$ cat src/rtl/sub_nibble_seq.sv
// Wide subtraction by time-multiplexing one external 4-bit ripple-borrow subtractor.
// Operands are consumed least-significant nibble first, with the borrow chained between nibbles.
module sub_nibble_seq #(
  parameter int NIBBLES = 4
) (
  input  logic                 clk,
  input  logic                 rst,
  input  logic                 start,
  input  logic [4*NIBBLES-1:0] a,
  input  logic [4*NIBBLES-1:0] b,
  input  logic                 borrow_in,
  output logic                 busy,
  output logic                 done,
  output logic [4*NIBBLES-1:0] result,
  output logic                 borrow_out,
  output logic [3:0]           sub_a,
  output logic [3:0]           sub_b,
  output logic                 sub_bin,
  input  logic [3:0]           sub_y,
  input  logic                 sub_bout
);

  localparam int W     = 4 * NIBBLES;
  localparam int IDX_W = (NIBBLES > 1) ? $clog2(NIBBLES) : 1;
  localparam logic [IDX_W-1:0] LAST_IDX = IDX_W'(NIBBLES - 1);

  typedef enum logic [1:0] {
    ST_IDLE = 2'd0,
    ST_RUN  = 2'd1,
    ST_DONE = 2'd2
  } state_t;

  state_t           state_q;
  logic [IDX_W-1:0] idx_q;
  // a_q/b_q hold the nibbles not yet presented to the subtractor, shifted down.
  logic [W-1:0]     a_q, b_q;
  logic [W-1:0]     result_q;
  logic             busy_q, done_q, borrow_out_q;
  logic [3:0]       sub_a_q, sub_b_q;
  // sub_bin_q doubles as the chain-borrow register while running.
  logic             sub_bin_q;

  // NOTE: every register here is updated with <= so all state advances from the
  // same pre-edge values; blocking assignments would let later lines see new values.
  always_ff @(posedge clk or posedge rst) begin
    if (rst) begin
      state_q      <= ST_IDLE;
      idx_q        <= '0;
      a_q          <= '0;
      b_q          <= '0;
      result_q     <= '0;
      busy_q       <= 1'b0;
      done_q       <= 1'b0;
      borrow_out_q <= 1'b0;
      sub_a_q      <= '0;
      sub_b_q      <= '0;
      sub_bin_q    <= 1'b0;
    end else begin
      unique case (state_q)
        ST_IDLE, ST_DONE: begin
          done_q <= 1'b0;
          if (start) begin
            state_q   <= ST_RUN;
            busy_q    <= 1'b1;
            idx_q     <= '0;
            sub_a_q   <= a[3:0];
            sub_b_q   <= b[3:0];
            sub_bin_q <= borrow_in;
            a_q       <= a >> 4;
            b_q       <= b >> 4;
          end else begin
            state_q <= ST_IDLE;
          end
        end

        ST_RUN: begin
          result_q[4*idx_q +: 4] <= sub_y;
          if (idx_q == LAST_IDX) begin
            state_q      <= ST_DONE;
            busy_q       <= 1'b0;
            done_q       <= 1'b1;
            borrow_out_q <= sub_bout;
            idx_q        <= '0;
            sub_a_q      <= '0;
            sub_b_q      <= '0;
            sub_bin_q    <= 1'b0;
          end else begin
            idx_q     <= idx_q + IDX_W'(1);
            sub_a_q   <= a_q[3:0];
            sub_b_q   <= b_q[3:0];
            sub_bin_q <= sub_bout;
            a_q       <= a_q >> 4;
            b_q       <= b_q >> 4;
          end
        end

        default: state_q <= ST_IDLE;
      endcase
    end
  end

  assign busy       = busy_q;
  assign done       = done_q;
  assign result     = result_q;
  assign borrow_out = borrow_out_q;
  assign sub_a      = sub_a_q;
  assign sub_b      = sub_b_q;
  assign sub_bin    = sub_bin_q;

endmodule

$ cat config.mk
export PLATFORM = sky130hd
export DESIGN_NAME = sub_nibble_seq
export DESIGN_NICKNAME = d
export VERILOG_FILES = /design/src/rtl/sub_nibble_seq.sv
export SDC_FILE = /design/constraint.sdc
export NUM_CORES = 1
export LEC_CHECK = 0
export BUFFER_PORTS_ARGS = -buffer_cell sky130_fd_sc_hd__clkbuf_2
export CORE_AREA = 4 4 75 77
export DETAILED_ROUTE_END_ITERATION = 10
export DIE_AREA = 0 0 79 81
export MAX_ROUTING_LAYER = met4
export PLACE_DENSITY = 0.8
export SKIP_LAST_GASP = 1
export SYNTH_ARGS = -nofsm -noshare
export SYNTH_HDL_FRONTEND = slang
export SYNTH_SLANG_ARGS = --single-unit
$ cat constraint.sdc
create_clock -name clk -period 2.3 [get_ports clk]
set_input_delay 0.46 -clock clk [delete_from_list [all_inputs] [get_ports clk]]
set_output_delay 0.46 -clock clk [all_outputs]
set_load 0.01 [all_outputs]
# [Yosys cells after proc, flatten, opt, wreduce, memory -nomap -nowiden]
# Cells that the tools add are included.
[classes] shift=2 eq_ne=6 addsub=2 n_reduce_logical=8 n_mux=27
[op_table] cell="$mux W16" n=4
[op_table] cell="$pmux W16 S2" n=2
[op_table] cell="$neg A4 Y34" n=1
[op_table] cell="$shift A4 B34 Y16 const A" n=1
[op_table] cell="$shiftx A4 B34 Y16" n=1
[op_table] cell="$bwmux W16" n=1
[op_table] cell="$mux W4" n=4
[op_table] cell="$pmux W4 S2" n=2
[op_table] cell="$pmux W2 S2" n=2
[op_table] cell="$mux W1" n=6
[op_table] cell="$mux W2" n=3
[op_table] cell="$ne A2 B2 Y1 const B" n=3
[op_table] cell="$pmux W1 S2" n=3
[op_table] cell="$reduce_and A2 Y1" n=3
[op_table] cell="$reduce_and A3 Y1" n=2
[op_table] cell="$eq A2 B2 Y1 const B" n=2
[op_table] cell="$add A2 B1 Y2 const B" n=1
[op_table] cell="$eq A2 B1 Y1 const B" n=1
[op_table] cell="$logic_not A2 Y1" n=1
[op_table] cell="$reduce_bool A2 Y1" n=1
[op_table] cell="$reduce_or A2 Y1" n=1
[word_totals] word_cells=56 regBits=64 output_inout_bits=28

# [Logic depth before layout (Yosys ltp)]
# Gate-level depths: netlist of run 1.
[logic_depth] depth_word=4 ltp_mapped=7 mapped_depth_nobuf=5

# [Worst setup path before layout of run 1]
# Ideal clock, no wire load.
[synth_timing] path_type="flip-flop to flip-flop" startpoint="register idx_q[0]" endpoint="register result_q[10], in the netlist result[10]" setup_slack_ns=0.643 t_arrival_ns=1.574 required_time_ns=2.216 path_stages_with_launch=6 path_buffers=0 setup_time_ns=0.084 synth_period_minus_slack_ns=1.657 cell_sequence="dfrtp_1 > inv_1 > ha_1 > nor4b_1 > nand2_1 > o21ai_0"
[synth_between] elab_chain_cells=3 word_cells_on_any_way=4
[synth_rtl] item="from (decl)" line_no="34" rtl="logic [IDX_W-1:0] idx_q;"
[synth_rtl] item="from (signal assigned)" line_no="88" rtl="idx_q <= idx_q + IDX_W'(1);"
[synth_rtl] item="$neg A4 Y34 *" line_no="77" rtl="result_q[4*idx_q +: 4] <= sub_y;"
[synth_rtl] item="$shiftx A4 B34 Y16 or $shift A4 B34 Y16 (tied branches)" line_no="77"
[synth_rtl] item="$bwmux W16 *" line_no="77"
[synth_rtl] item="to (signal, indexed assignment)" line_no="77"
[synth_rtl] item="to (decl)" line_no="37" rtl="logic [W-1:0] result_q;"
# Every way passes the cells marked *; elsewhere a longest branch is shown, timed or not.
# A chain may end at the register's enable or synchronous reset.

# [Worst setup path after layout of run 1]
[layout_timing] startpoint="register idx_q[0]" endpoint="register result_q[8], in the netlist result[8]"
# Same word-level chain as after synthesis.

==> flow_metrics.env, run 1 <==
export IMPL_synth_fp_nets=254
export IMPL_vias=1776
export IMPL_cp_slowest_cell="nor4b_1"
export IMPL_critPathMaxFanout=8
export IMPL_clock_path_buffers=2
export IMPL_clockRootBuffer="clkbuf_8"
export IMPL_met3WireLength_um=316
export IMPL_diodes=0
export IMPL_wl_met2_um=2510
export IMPL_gr_usage_all_layers_pct=18.0
export IMPL_place_area_mm2=0.00294
export IMPL_slowest_delay_ps=550
export IMPL_clock_skew_final_ps=10.8
export IMPL_cts_resized=0
export IMPL_final_setup_viol_count=0
export IMPL_cts_max_level=2
export IMPL_yosysWarnings=0
export IMPL_p_switching_mw=1.58
export IMPL_highest_layer="met4"
export IMPL_ant_nets=0
export IMPL_wl_um=5240
export IMPL_holdBufCountCts=0
export IMPL_num_rows=26
export IMPL_holdWs_ps=198
export IMPL_drive_gt1_share_pct=42.8
export IMPL_ys_types=28
export IMPL_dp_cells=340
export IMPL_maxCapViolations=0
export IMPL_drcViolationCount=0
export IMPL_fp_dieH_um=81
export IMPL_vias_per_cell=5.10
export IMPL_post_cts_setup_buffers=0
export IMPL_crit_chain="inv_1 > ha_1 > nor4b_1 > nand2_1 > o21ai_0"
export IMPL_routedLengthMet1_um=2360
export IMPL_place_hpwl_um=3890
export IMPL_p_sw_share_pct=36.1
export IMPL_worst_slack_ps=346
export IMPL_synth_top_area_cell="dfrtp_1"
export IMPL_final_util_pct=60.7
export IMPL_ios=69
export IMPL_port_buffers=68
export IMPL_fmax_mhz=512
export IMPL_path_delay_family="simple AND/OR/NAND/NOR gates"
export IMPL_final_nets=323
export IMPL_yosys_register_bits=56
export IMPL_power_share_sequential_pct=39.3
export IMPL_synth_top_area_share_pct=55.1
export IMPL_grt_pass1_vias=1783
export IMPL_finalMaxSlewViolations=0
export IMPL_routedWlPerCell_um=15.0
export IMPL_ir_drop_mv=0.750
export IMPL_core_area_mm2=0.00501
export IMPL_cts_sinks=56
export IMPL_grt_pass1_wl_um=8560
export IMPL_synth_seq_area_share_pct=55.1
export IMPL_antenna_found_initial=0
export IMPL_clk_latency_ps=310
export IMPL_die_area_mm2=0.00640
export IMPL_design_area_mm2=0.00304
export IMPL_power_density_mw_per_mm2=1440
export IMPL_clockPowerShare_pct=14.5
export IMPL_p_leak_nw=1.52
export IMPL_path_buf_inv=1
export IMPL_p_comb_share_pct=46.2
export IMPL_period_share_pct=84.9
export IMPL_syn_cell_area_mm2=0.00254
export IMPL_worst_pin_slew_ps=625
export IMPL_outcome="complete, no violations"
export IMPL_syn_instance_count=208
export IMPL_dieWidth_um=79
export IMPL_hold_violations=0
export IMPL_place_ws_ps=370
export IMPL_tns_ps=0
export IMPL_grt_max_degree=30
export IMPL_critical_path_class="reg -> reg"
export IMPL_hp_class="in -> async"
export IMPL_syn_avg_cell_area_um2=12.2
export IMPL_endpoint_kind="flop"
export IMPL_fin_cells=348
export IMPL_cts_tree="yes"
export IMPL_min_period_ps=1950
export IMPL_drt_pass1_iterations=4
export IMPL_rsz0062_at_grt="false"
export IMPL_grt_overflow=0
export IMPL_drtIter0Drc=62
export IMPL_place_gp_congestion=0.790
export IMPL_maxSlewHeadroom_pct=57.8
export IMPL_arrival_ps=2180
export IMPL_p_int_mw=2.80
export IMPL_design_power_total_mw=4.38
export IMPL_startpoint_type="flop"
export IMPL_synth_top_cells_by_area="dfrtp_1, mux2_2, a22o_1, mux2_4, nand2_1"
export IMPL_initial_core_util_pct=50.7
export IMPL_cts_buffers=5
export IMPL_clk_pin_slew_worst_paths_ps=90
export IMPL_syn_to_final_growth_pct=19.7
export IMPL_required_ps=2520
## flip-flops by register name (all words and copies together) (netlist names)
signal,count
state_q,2
done,1
sub_b,4
sub_a,4
sub_bin,1
busy,1
idx_q,2
result,16
a_q,12
borrow_out,1
b_q,12
## kinds of logic after synthesis
family                     after synthesis  share of synthesized area (%)
and+or+nand+nor                         52                           10.3
adders and majority gates                5                           2.46
muxes                                   33                           16.0
buffers and inverters                   17                           4.23
DFF                                     56                           55.1
AOI/OAI and AO/OA                       45                           11.9
## power groups by stage
stage,combinational [mW],sequential (mW),clock (mW)
global route,2.23,1.78,0.704
floorplan,1.52,1.78,0
finish,2.02,1.72,0.634
global placement,1.99,1.73,0
CTS,2.06,1.72,0.650
detailed placement,2.05,1.74,0
## cells in the mapped netlist, drive strengths merged
master   n
inv      6
dfrtp   56
o21ai    9
nand2   36
and4bb   1
o21a     1
nor2     3
a22o    16
mux2    33
nand3b   4
a31oi    9
nand2b   2
buf      9
nand3    2
a21oi    9
ha       5
o31ai    1
clkinv   1
clkbuf   1
nor2b    1
nor4b    3
## layer usage
layer | vias to the layer above | track usage [%]
met5 | - | -
met4 | 0 | 3.61
met3 | 4 | 5.43
met2 | 53 | 29.4
met1 | 845 | 22.4
li1 | 874 | -
## worst register-to-register path, cell delays in order, from the launching register on
cell and delay [ps]:
dfrtp_1 500, inv_1 150, ha_1 390, nor4b_1 550
nand2_1 110, o21ai_0 180
## layout by cell type, fill, tap and decap left out, types with 2 or more instances in the layout
cell type   n
dfrtp_1    56
a21oi_1     9
inv_1       4
a22o_1     16
nor2_1      3
mux2_2     24
clkbuf_2   68
a31oi_1     9
nor4b_2     2
nand3_1     2
o21ai_0     9
nand2_1    36
nand3b_1    3
buf_4       3
clkbuf_8    5
mux2_4      9
ha_1        5
## final timing paths
| kind | cells past startpoint | slack (ps) | endpoint | startpoint |
|---|---|---|---|---|
| worst max-delay path | 5 | 350 | result[8] | idx_q[0] |
| worst min-delay path | 2 | 200 | result[8] | rst |
| worst max register to register | 5 | 350 | result[8] | idx_q[0] |
| worst min register to register | 2 | 490 | result[4] | result[4] |
| max in group asynchronous | 3 | 1550 | a_q[1] | rst |
| min in group clk | 2 | 360 | a_q[11] | a[15] |
## area by class of cell
class                      instances  area [µm²]
sequential                        56        1400
inverter                           7        31.3
clock inverter                     2        35.0
timing repair buffer              72         383
tap                               70        87.6
fill                             434        1970
multi-input combinational        135        1030
clock buffer                       6        72.6
(Power assumes the default switching activity.)
==> run 2, diff against run 1 <==
==> constraint.sdc (replaced) <==
create_clock -name clk -period 1.94 [get_ports clk]
set_input_delay 0.388 -clock clk [delete_from_list [all_inputs] [get_ports clk]]
set_output_delay 0.388 -clock clk [all_outputs]
set_load 0.01 [all_outputs]
==> flow_metrics.env, run 2 (synthesis results as in run 1) <==
export IMPL_vias=1778
export IMPL_cts_resized=0
export IMPL_clk_pin_slew_worst_paths_ps=100
export IMPL_clockRootBuffer="clkbuf_8"
export IMPL_clock_skew_final_ps=7.19
export IMPL_finalMaxSlewViolations=0
export IMPL_min_period_ps=1750
export IMPL_tns_ps=0
export IMPL_die_area_mm2=0.00640
export IMPL_holdBufCountCts=0
export IMPL_largest_reg_flops=16
export IMPL_port_buffers=68
export IMPL_syn_to_final_growth_pct=20.4
export IMPL_ios=69
export IMPL_initial_core_util_pct=50.7
export IMPL_design_power_total_mw=5.17
export IMPL_hp_class="in -> async"
export IMPL_grt_pass1_wl_um=8500
export IMPL_critPathMaxFanout=8
export IMPL_grt_max_degree=57
export IMPL_maxCapViolations=0
export IMPL_startpoint_type="flop"
export IMPL_hold_violations=0
export IMPL_endpoint_kind="flop"
export IMPL_final_setup_viol_count=0
export IMPL_place_hpwl_um=3810
export IMPL_holdWs_ps=103
export IMPL_drcViolationCount=0
export IMPL_power_density_mw_per_mm2=1690
export IMPL_cts_sinks=56
export IMPL_gr_usage_all_layers_pct=17.7
export IMPL_cts_max_level=2
export IMPL_wl_um=5180
export IMPL_clock_path_buffers=2
export IMPL_routedWlPerCell_um=14.7
export IMPL_drive_gt1_share_pct=44.0
export IMPL_antenna_found_initial=0
export IMPL_required_ps=2190
export IMPL_cts_tree="yes"
export IMPL_arrival_ps=2000
export IMPL_ant_nets=0
export IMPL_grt_overflow=0
export IMPL_ir_drop_mv=0.862
export IMPL_maxSlewHeadroom_pct=73.0
export IMPL_cts_buffers=5
export IMPL_diodes=0
export IMPL_final_nets=327
export IMPL_critical_path_class="reg -> reg"
export IMPL_rsz0062_at_grt="false"
export IMPL_num_rows=26
export IMPL_p_leak_nw=1.53
export IMPL_core_area_mm2=0.00501
export IMPL_layout_commonest_cell="clkbuf_2"
export IMPL_drtIter0Drc=50
export IMPL_dieWidth_um=79
export IMPL_vias_per_cell=5.05
export IMPL_post_cts_setup_buffers=0
export IMPL_grt_pass1_vias=1818
export IMPL_fmax_mhz=571
export IMPL_worst_pin_slew_ps=403
export IMPL_drt_pass1_iterations=4
export IMPL_outcome="complete, no violations"
export IMPL_place_gp_congestion=0.811
export IMPL_final_cell_mix="clkbuf_2, dfrtp_1, nand2_1"
export IMPL_clk_latency_ps=310
export IMPL_fp_dieH_um=81
export IMPL_period_share_pct=90.2
==> run 2: changes by cell type in the layout (fill, tap and decap cells not counted), sizes merged <==
| cell | delta |
|---|---|
| buf | +4 |
| bufinv | -1 |
| clkbuf | +1 |
| clkinv | -1 |
| clkinvlp | +1 |
==> run 2: final cells by class <==
cell class                      count  area [µm²]
Clock inverter                      1        7.51
Fill cell                         445        1950
Inverter                            7        31.3
Tap cell                           70        87.6
Multi-Input combinational cell    135        1030
Sequential cell                    56        1400
Clock buffer                        7        86.3
Timing Repair Buffer               76         413
==> run 2: per-stage QoR <==
stage | setup WS (ps) | instance area (µm²) | utilization (%) | instances
global placement | 276 | 2970 | 59.2 | 344
finish | 190 | 3060 | 61.1 | 352
detailed placement | 130 | 2970 | 59.2 | 344
global route | 9.57 | 3060 | 61.1 | 352
CTS | 98.2 | 3060 | 61.1 | 352
floorplan | 181 | 2540 | - | 208
==> run 2: final timing paths <==
kind                       slack (ps)  cells after the start         end        from
max                               190                      5   result[1]    idx_q[0]
min in group clk                  290                      2     b_q[11]       b[15]
max reg2reg                       190                      5   result[1]    idx_q[0]
min                               100                      3   result[7]         rst
max in group asynchronous        1600                      3    idx_q[0]         rst
min reg2reg                       490                      2  result[10]  result[10]
==> run 2: critical path: stages (launching register included) <==
cell,delay [ps]
dfrtp_2,480
inv_1,150
ha_1,220
nand3b_1,200
nor4b_2,460
a22o_1,190
==> run 2: power by group <==
| part | switching [mW] | internal, mW |
|---|---|---|
| sequential | 0.342 | 1.72 |
| clock | 0.369 | 0.291 |
| combinational | 1.19 | 1.26 |
==> run 2: metal layers <==
layer	track usage, %	routed length (µm)	up-vias
met1	22.4	2290	827
met2	28.3	2480	66
li1	-	-	879
met5	-	0	-
met4	4.64	40	0
met3	4.99	366	6
==> run 3, diff against run 2 <==
--- a/config.mk
+++ b/config.mk
@@ -6,11 +6,11 @@
 export NUM_CORES = 1
 export LEC_CHECK = 0
 export BUFFER_PORTS_ARGS = -buffer_cell sky130_fd_sc_hd__clkbuf_2
-export CORE_AREA = 4 4 75 77
+export CORE_AREA = 4 4 79 81
 export DETAILED_ROUTE_END_ITERATION = 10
-export DIE_AREA = 0 0 79 81
+export DIE_AREA = 0 0 83 85
 export MAX_ROUTING_LAYER = met4
-export PLACE_DENSITY = 0.8
+export PLACE_DENSITY = 0.76
 export SKIP_LAST_GASP = 1
 export SYNTH_ARGS = -nofsm -noshare
 export SYNTH_HDL_FRONTEND = slang
==> constraint.sdc (replaced) <==
create_clock -name clk -period 1.45 [get_ports clk]
set_input_delay 0.29 -clock clk [delete_from_list [all_inputs] [get_ports clk]]
set_output_delay 0.29 -clock clk [all_outputs]
set_load 0.01 [all_outputs]
==> flow_metrics.env, run 3 (synthesis results as in run 1) <==
export IMPL_outcome="finished with violations"
export IMPL_violations="setup timing"
export IMPL_final_cell_mix="clkbuf_2, dfrtp_1, nand2_1"
export IMPL_path_depth=4
export IMPL_timing_rr_start="state_q[0]"
export IMPL_grt_pass1_wl_um=9940
export IMPL_critPathMaxFanout=11
export IMPL_rsz0062_at_grt="true"
export IMPL_startpoint_type="flop"
export IMPL_initial_core_util_pct=46.4
export IMPL_cts_max_level=2
export IMPL_finalMaxSlewViolations=0
export IMPL_place_gp_congestion=0.759
export IMPL_rr_endpoint="b_q[5]"
export IMPL_largest_reg_flops=16
export IMPL_grt_max_degree=24
export IMPL_cp_startpoint="state_q[0]"
export IMPL_wl_um=5930
export IMPL_r2r_slack_ps=-0.4
export IMPL_clk_pin_slew_worst_paths_ps=100
export IMPL_final_nets=352
export IMPL_drcViolationCount=0
export IMPL_dieWidth_um=83
export IMPL_grt_busiest_layer="met2"
export IMPL_design_area_mm2=0.00347
export IMPL_diodes=0
export IMPL_grt_pass1_vias=2066
export IMPL_fmax_mhz=689
export IMPL_ant_nets=0
export IMPL_worst_slack_ps=-0.404
export IMPL_ir_drop_mv=1.15
export IMPL_syn_to_final_growth_pct=36.5
export IMPL_critical_path_class="reg -> reg"
export IMPL_place_area_mm2=0.00313
export IMPL_core_area_mm2=0.00547
export IMPL_final_setup_viol_count=1
export IMPL_path_buf_inv=1
export IMPL_vias_per_cell=5.20
export IMPL_path_delay_family="multiplexers"
export IMPL_worst_pin_slew_ps=453
export IMPL_hold_violations=0
export IMPL_fp_dieH_um=85
export IMPL_drt_pass1_iterations=4
export IMPL_clock_path_buffers=2
export IMPL_slowest_delay_ps=440
export IMPL_met2_usage_pct=31.2
export IMPL_reg2reg_depth=4
export IMPL_hp_class="in -> reg"
export IMPL_multi_input_area_mm2=0.00112
export IMPL_die_area_mm2=0.00706
export IMPL_min_to="a_q[8]"
export IMPL_grt_use_met3_pct=3.59
export IMPL_power_density_mw_per_mm2=2420
export IMPL_grt_overflow=0
export IMPL_layout_commonest_cell="clkbuf_2"
export IMPL_nFillCells=439
export IMPL_gr_usage_all_layers_pct=17.9
export IMPL_min_period_ps=1450
export IMPL_vias=1969
export IMPL_maxSlewHeadroom_pct=69.7
export IMPL_crit_chain="nand2b_4 > buf_12 > mux2_2 > mux2_4"
export IMPL_clockRootBuffer="clkbuf_8"
export IMPL_cts_tree="yes"
export IMPL_antenna_found_initial=0
export IMPL_design_power_total_mw=8.40
export IMPL_cts_sinks=56
export IMPL_drive_gt1_share_pct=52.1
export IMPL_drtIter0Drc=53
export IMPL_num_rows=27
export IMPL_holdWs_ps=193
export IMPL_tns_ps=-0.404
export IMPL_maxCapViolations=0
export IMPL_clock_skew_final_ps=7.62
export IMPL_cts_buffers=5
export IMPL_port_buffers=68
export IMPL_p_leak_nw=1.73
export IMPL_hp_start="a[12]"
export IMPL_required_ps=1650
export IMPL_routedWlPerCell_um=15.6
export IMPL_ios=69
export IMPL_clk_latency_ps=320
export IMPL_arrival_ps=1650
export IMPL_endpoint_kind="flop"
export IMPL_met1_usage_pct=21.1
export IMPL_period_share_pct=100
export IMPL_hold_depth=2
export IMPL_place_hpwl_um=4320
export IMPL_cp_slowest_cell="dfrtp_1"
export IMPL_final_seq_area_mm2=0.00140
run 3: cell count changes in the layout (fill, tap and decap cells not counted), moves of 3 or more:
cell,before,now
o21ai_0,9,4
o21ai_1,0,4
bufinv_16,0,3
ha_1,5,1
buf_4,7,23
run 3: layout make-up:
class,instances,area share (%)
well taps,72,2.60
flip-flops and latches,56,40.4
multi-input cells,135,32.2
repair buffers,99,18.6
repair inverters,2,0.505
clock inverters,3,2.60
inverters,7,1.08
clock buffers,5,1.98
run 3: what timing repair did:
action,in CTS,in global routing
setup endpoints to repair,33,34
buffers inserted,3,1
hold buffers,1,0
hold endpoints to repair,17,0
gates resized for setup,14,17
pin swaps,2,7
gates cloned,2,1
run 3: through the flow:
| stage | util [%] | cells | setup WS, ps |
|---|---|---|---|
| detailed placement | 57.2 | 363 | -95.4 |
| CTS | 61.6 | 377 | -24.3 |
| global placement | 57.2 | 363 | -32.2 |
| floorplan | - | 208 | -164 |
| global route | 63.4 | 379 | -58.3 |
| finish | 63.4 | 379 | -0.404 |
run 3: worst register-to-register path, delay by kind of cell (launching register included):
kind | cells | cell delay [ps]
DFF | 1 | 440
muxes | 2 | 600
buffers and inverters | 1 | 150
and+or+nand+nor | 1 | 150
run 3: metal layers:
layer | share of wire, % | vias to the layer above
met4 | 1.3 | 0
li1 | - | 936
met3 | 4.3 | 8
met1 | 44 | 969
met2 | 51 | 56
met5 | 0 | -
run 3: power by group:
group	total, mW	internal [mW]	switching, mW	leakage [nW]
combinational	4.29	2.32	1.97	0.937
clock	1.38	0.863	0.516	0.0784
sequential	2.73	2.30	0.437	0.713
run 3: how the worst max path moves through the flow:
stage                endpoint  slack, ps
finish                 b_q[5]       -0.4
global route         sub_a[1]        -60
CTS                 result[9]        -20
detailed placement  result[9]       -100
global placement       a_q[1]        -30
floorplan              a_q[0]       -160
